`src/rtl/mem_arbiter.sv`:
```
// Round-robin arbiter sharing a single-ported, registered-read memory between
// an instruction-fetch port and a data load/store port.
//   state  | meaning
//   IDLE   | waiting for a request; ready asserted to the round-robin winner
//   ACCESS | latched request drives memory address/data/write strobe
//   RESP   | response pulse to the granted port with memory read data
module mem_arbiter #(
  parameter int ADDR_W     = 64,
  parameter int DATA_W     = 64,
  parameter int MEM_DEPTH  = 256,
  parameter int WORD_SHIFT = 2
) (
  input  logic              clk,
  input  logic              reset,
  input  logic              i_valid,
  input  logic [ADDR_W-1:0] i_addr,
  output logic              i_ready,
  output logic              i_resp_valid,
  output logic [DATA_W-1:0] i_rdata,
  output logic              i_err,
  input  logic              d_valid,
  input  logic              d_we,
  input  logic [ADDR_W-1:0] d_addr,
  input  logic [DATA_W-1:0] d_wdata,
  output logic              d_ready,
  output logic              d_resp_valid,
  output logic [DATA_W-1:0] d_rdata,
  output logic              d_err,
  output logic [ADDR_W-1:0] mem_addr,
  output logic [DATA_W-1:0] mem_wdata,
  output logic              mem_rw,
  input  logic [DATA_W-1:0] mem_rdata,
  output logic              busy
);

  localparam logic [1:0] IDLE   = 2'd0;
  localparam logic [1:0] ACCESS = 2'd1;
  localparam logic [1:0] RESP   = 2'd2;

  localparam logic PORT_I = 1'b0;
  localparam logic PORT_D = 1'b1;

  logic [1:0]        state;
  logic              last_grant;
  logic              lat_port;
  logic              lat_we;
  logic              lat_err;
  logic              idle;
  logic              grant_i;
  logic              grant_d;
  logic              in_resp;
  logic [ADDR_W-1:0] sel_addr;
  logic              sel_err;

  // Under contention the port that did not win last time is served.
  always_comb begin
    idle     = (state == IDLE);
    grant_d  = d_valid & (~i_valid | (last_grant == PORT_I));
    grant_i  = i_valid & ~grant_d;
    sel_addr = grant_d ? d_addr : i_addr;
    sel_err  = (sel_addr[WORD_SHIFT-1:0] != '0) ||
               ((sel_addr >> WORD_SHIFT) >= ADDR_W'(MEM_DEPTH));
  end

  assign i_ready = idle & grant_i;
  assign d_ready = idle & grant_d;
  assign busy    = ~idle;
  assign in_resp = (state == RESP);

  // Erroneous stores never reach memory.
  assign mem_rw = (state == ACCESS) & lat_we & ~lat_err;

  assign i_resp_valid = in_resp & (lat_port == PORT_I);
  assign i_err        = i_resp_valid & lat_err;
  assign i_rdata      = (i_resp_valid & ~lat_err) ? mem_rdata : '0;

  assign d_resp_valid = in_resp & (lat_port == PORT_D);
  assign d_err        = d_resp_valid & lat_err;
  assign d_rdata      = (d_resp_valid & ~lat_err & ~lat_we) ? mem_rdata : '0;

  always_ff @(posedge clk) begin
    if (reset) begin
      state      <= IDLE;
      last_grant <= PORT_D;
      lat_port   <= PORT_I;
      lat_we     <= 1'b0;
      lat_err    <= 1'b0;
      mem_addr   <= '0;
      mem_wdata  <= '0;
    end else begin
      case (state)
        IDLE: begin
          if (grant_i | grant_d) begin
            lat_port   <= grant_d;
            lat_we     <= grant_d & d_we;
            lat_err    <= sel_err;
            mem_addr   <= sel_addr >> WORD_SHIFT;
            mem_wdata  <= grant_d ? d_wdata : '0;
            last_grant <= grant_d;
            state      <= ACCESS;
          end
        end
        ACCESS:  state <= RESP;
        RESP:    state <= IDLE;
        default: state <= IDLE;
      endcase
    end
  end

endmodule

```
`config.mk`:
```
export PLATFORM = sky130hd
export DESIGN_NAME = mem_arbiter
export DESIGN_NICKNAME = d
export VERILOG_FILES = /design/src/rtl/mem_arbiter.sv
export SDC_FILE = /design/constraint.sdc
export NUM_CORES = 1
export LEC_CHECK = 0
export ABC_AREA = 1
export BUFFER_PORTS_ARGS = -buffer_cell sky130_fd_sc_hd__buf_2
export CAP_MARGIN = 40
export CORE_AREA = 2 2 206 208
export DETAILED_ROUTE_END_ITERATION = 8
export DIE_AREA = 0 0 208 210
export SLEW_MARGIN = 20
export SYNTH_ARGS = -nofsm -noshare
export SYNTH_HDL_FRONTEND = slang
export SYNTH_SLANG_ARGS = --single-unit
```
`constraint.sdc`:
```
create_clock -name clk -period 2.24 [get_ports clk]
set_input_delay 0.224 -clock clk [delete_from_list [all_inputs] [get_ports clk]]
set_output_delay 0.224 -clock clk [all_outputs]
set_load 0.05 [all_outputs]
```
; ---- After elaboration in Yosys (flattened, before gate mapping)
; Index checks and enable logic that the tools add are counted.
[op_classes]
mux = 6
eq_ne = 3
reduce_logical = 4
bitwise = 23
magnitude_cmp = 1
[op_table]
columns = cell, n
row1 = $mux 64, 4
row2 = $ge 62x9->1 const B, 1
row3 = $and 1x1->1, 14
row4 = $not 1->1, 7
row5 = $pmux 2 s2, 1
row6 = $eq 2x1->1 const B, 1
row7 = $eq 2x2->1 const B, 1
row8 = $logic_not 2->1, 1
row9 = $mux 2, 1
row10 = $ne 2x1->1 const B, 1
row11 = $or 1x1->1, 2
row12 = $reduce_and 2->1, 1
row13 = $reduce_bool 2->1, 1
row14 = $logic_or 1x1->1, 1
[word_totals]
elab_cells = 44
register_bits = 132

; ---- Longest topological paths before layout
[logic_depth]
word_depth = 8
depth_mapped = 12

; ---- Worst setup path after synthesis
; Ideal clock, no wire load.
[synth_path]
path_type = register to output
startpoint = register lat_port
endpoint = output d_rdata[10]
t_arrival_ps = 3006
t_required_ps = 2016
slack_ps = -990
path_buffers = 1
path_stages_with_launch = 6
cell_sequence = dfxtp_1 inv_1 nor3_1 nand3_1 clkbuf_1 nor2_1
[synth_between]
elab_chain_cells = 4
[synth_lines]
columns = item, line_no
row1 = "start, declared", 45  ; logic lat_port;
row2 = "start signal, assigned", 94  ; lat_port <= grant_d;
row3 = $and 1x1->1, 77  ; assign d_resp_valid = in_resp & (lat_port == PORT_D);
row4 = named net d_resp_valid, 26  ; output logic d_resp_valid,
row5 = $and 1x1->1 (2 in series), 79  ; assign d_rdata = (d_resp_valid & ~lat_err & ~lat_we) ? mem_rdata : '0;
row6 = $mux 64, 79
row7 = "end, declared", 27  ; output logic [DATA_W-1:0] d_rdata,
; The timed path passes the listed nets, and every way through them passes these cells.

; ---- Worst setup path in the final report
[layout_path]
startpoint = register state[1]
endpoint = output i_rdata[61]
[layout_between]
elab_chain_cells = 4
[layout_lines]
columns = item, line_no
row1 = "start, declared", 43  ; logic [1:0] state;
row2 = "start signal, assigned", 83  ; state <= IDLE;
row3 = "start signal, assigned", 100  ; state <= ACCESS;
row4 = "start signal, assigned", 103  ; ACCESS: state <= RESP;
row5 = $eq 2x2->1, 68  ; assign in_resp = (state == RESP);
row6 = $and 1x1->1, 73  ; assign i_resp_valid = in_resp & (lat_port == PORT_I);
row7 = $and 1x1->1, 75  ; assign i_rdata = (i_resp_valid & ~lat_err) ? mem_rdata : '0;
row8 = $mux 64, 75
row9 = "end, declared", 19  ; output logic [DATA_W-1:0] i_rdata,
; Every way passes these cells.

==> out/qor.csv <==
stage;metric;value;unit
layout;post-route cell area;11400;um2
layout;final core occ;27.6;%
clock_tree;Clock Sinks;132;
run;MaxCap Viol Count;0;
worst_setup_path;Setup crit end kind;output port;
grt;gr ovfl total;0;
grt;initial antenna violation count;17;
die;Die Area;43700;um2
clock_tree;CTS clock-pin slew for the worst setup and hold paths;0.06;ns
worst_setup_path;Crit-path slowest cell;dfxtp_1;
detailed_routing;Starting DRT DRC Count;743;
worst_setup_path;startpoint types;register;
clock_tree;CTS root buffer;clkbuf_16;
pwr;Clock power frac;34.8;%
timing;final hold vios;0;
timing;Period Utilization, post-route;98.2;%
yosys;post-synthesis cell count;1025;
clock_tree;clk buf depth;2;
clock_tree;clk_lat worst skew;0.44;ns
layout;most used cells in the layout excluding fill and tap cells;buf_2 (419), nand2_1 (295), dfxtp_1 (131), nor2_1 (114), inv_1 (112);
yosys;Post-Syn Area;6460;um2
yosys;Yosys warning total;0;
pwr;P per Cell Area;674;nW/um2
detailed_routing;Routed Antenna Nets;0;
layout;Fill cells;4546;
pwr;switch share;36.6;%
pwr;share of total power in sequential cells;34.5;%
detailed_routing;DRC viols;0;
place;Placement Cell Area;9900;um2
timing;TNS Setup;0;ns
worst_setup_path;CP required;2.02;ns
yosys;Syn Area/Cell;6.30;um2
pwr;Pleak;6.02;nW
die;Die Y-Extent;210;um
die;core area;41500;um2
die;Die Wd;208;um
layout;share of layout cells above drive strength 1;41.0;%
timing;WHS;0.0412;ns
worst_setup_path;crit-path max FO;9;
timing;Slew @ Worst Pin;0.851;ns
die;number of I/O pins;525;
timing;RSZ-0062 raised after global routing;true;
yosys;post-synthesis sequential area ratio;40.9;%
place;Placer Congestion;0.897;
grt;GR Util All Layers;14.7;%
die;Starting Density;15.6;%
worst_setup_path;critical path's top delay family;buffers and inverters;
detailed_routing;post-DR vias/cell;4.22;
place;Post-Place Cells;2043;
pwr;Int Pwr;0.00488;W
clock_tree;Max H-tree Level;4;
pwr;net load switching power;0.00282;W
clock_tree;TritonCTS clock tree;built;
pwr;Combinational Power Share;30.7;%
die;Rows;75;
worst_setup_path;Setup CP Type;register to output port;
place;hpwl dp;26900;um
detailed_routing;vias;8984;
hold_path;Min-Delay Path Class;input pin to register;
timing;f_max;455;MHz
detailed_routing;router iterations before antenna repair;5;
detailed_routing;final WL;34900;um
worst_setup_path;CP arrival;1.98;ns
layout;Post-Layout Cell Count;2129;
grt;largest net degree at the start of global routing;69;
layout;Final nets;1831;
clock_tree;CTS buffer count;17;
yosys;#FFs+latches synth;132;
place;Port Buffers;522;
layout;most common cell after layout, fill and taps aside;buf_2;
pwr;worst vdd ir;0.000528;V
timing;fin crit period;2.20;ns
timing;clock skew;0.00720;ns
timing;Slew HR;43.2;%
timing;Final Max Tran Viols;0;
worst_setup_path;crit-path cells;inv_1, nor3_4, buf_12, nand2_8, buf_4, nor2_1, buf_2;
layout;Area Growth Syn to Fin;76.9;%
grt;vias in the first global route;8370;
detailed_routing;WL per Instance;16.4;um
worst_setup_path;CP peak stage delay;0.35;ns
worst_setup_path;Crit path buffers/inverters;4;
timing;Final setup viols;0;
run_status;status;finished clean;
grt;first-pass GRT wire length;48400;um
yosys;Cell variety after synth;24;
-- power by group through the flow --
stage	Clock (W)	Combinational (W)	Sequential, W
after detailed placement	0	0.00223	0.00270
after floorplan	0	0.000816	0.00335
after global placement	0	0.00222	0.00270
final	0.00268	0.00236	0.00266
after CTS	0.00279	0.00230	0.00266
after global routing	0.00286	0.00251	0.00268
-- layout make-up --
cell class / count / area, um2 / area share, %
clock inverters: 4 / 45.0 / 0.394
repair buffers: 593 / 3750 / 32.8
diodes: 8 / 20.0 / 0.175
inverters: 116 / 443 / 3.88
multi-input cells: 710 / 3340 / 29.2
clock buffers: 27 / 513 / 4.49
flip-flops and latches: 132 / 2640 / 23.1
well taps: 539 / 674 / 5.90
-- path summary, 6_finish.rpt --
| check | start | endpoint | slack, ns | cells past startpoint |
|---|---|---|---|---|
| worst max-delay path | state[1] | i_rdata[61] | 0.04 | 7 |
| worst min register to register | mem_wdata[45] | mem_wdata[45] | 0.46 | 2 |
| worst max register to register | last_grant | lat_err | 0.27 | 11 |
| worst min-delay path | d_wdata[47] | mem_wdata[47] | 0.04 | 3 |
-- cell usage after synthesis (all sizes together) --
| master | number | area [um2] |
|---|---|---|
| nor3 | 3 | 15.0 |
| or2 | 1 | 6.26 |
| nand3b | 24 | 180 |
| a21oi | 107 | 536 |
| inv | 115 | 432 |
| a31oi | 20 | 125 |
| o21ai | 81 | 409 |
| dfxtp | 132 | 2640 |
| nand3 | 6 | 30.0 |
| clkinv | 1 | 3.75 |
| conb | 1 | 3.75 |
| buf | 31 | 171 |
| nor4 | 2 | 12.5 |
| nor2 | 164 | 618 |
| nand2 | 298 | 1130 |
| clkbuf | 39 | 146 |
-- flip-flops by register name (all words and copies together) (netlist names) --
signal	cells
mem_wdata	64
lat_we	1
mem_addr	62
lat_err	1
state	2
lat_port	1
last_grant	1
-- what timing repair did --
item / in CTS / in global routing
cloned: 0 / 2
pin swaps: 2 / 3
resized for setup: 75 / 112
hold endpoints to repair: 36 / 0
buffers inserted: 3 / 6
endpoints found under the setup margin: 100 / 73
hold buffers: 36 / 0
-- routing by layer --
| metal | up-vias | routed length, um | GRT usage, % | share of wire, % |
|---|---|---|---|---|
| met5 | - | 0 | 0 | 0 |
| met4 | 0 | 1430 | 8.78 | 4.1 |
| met3 | 81 | 2470 | 3.87 | 7.1 |
| met2 | 510 | 16900 | 23.7 | 48 |
| met1 | 4106 | 14100 | 17.4 | 40 |
| li1 | 4287 | - | - | - |
-- worst reg2reg max path: cells and delay by family, from the launching register on --
family	cells	cell delay, ns
compound gates	1	0.11
simple gates	9	1.20
flops	1	0.34
buf+inv	1	0.24
-- cell families (layout without fill, tap and decap cells) --
kind of cell           after synthesis  count (layout)  synth area share, %
and+or+nand+nor                    498             500                 30.8
AOI/OAI and AO/OA                  208             208                 16.6
buffers and inverters              186             740                 11.7
DFF                                132             132                 40.9
other                                1              10               0.0581
-- through the flow --
step	worst slack (ns)	total power, W
final	0.0406	0.00770
after detailed placement	0.167	0.00493
after floorplan	-0.321	0.00417
after CTS	-0.00113	0.00774
after global placement	0.139	0.00492
after global routing	-0.0648	0.00806
No activity file was read; power rests on OpenSTA's default activity.
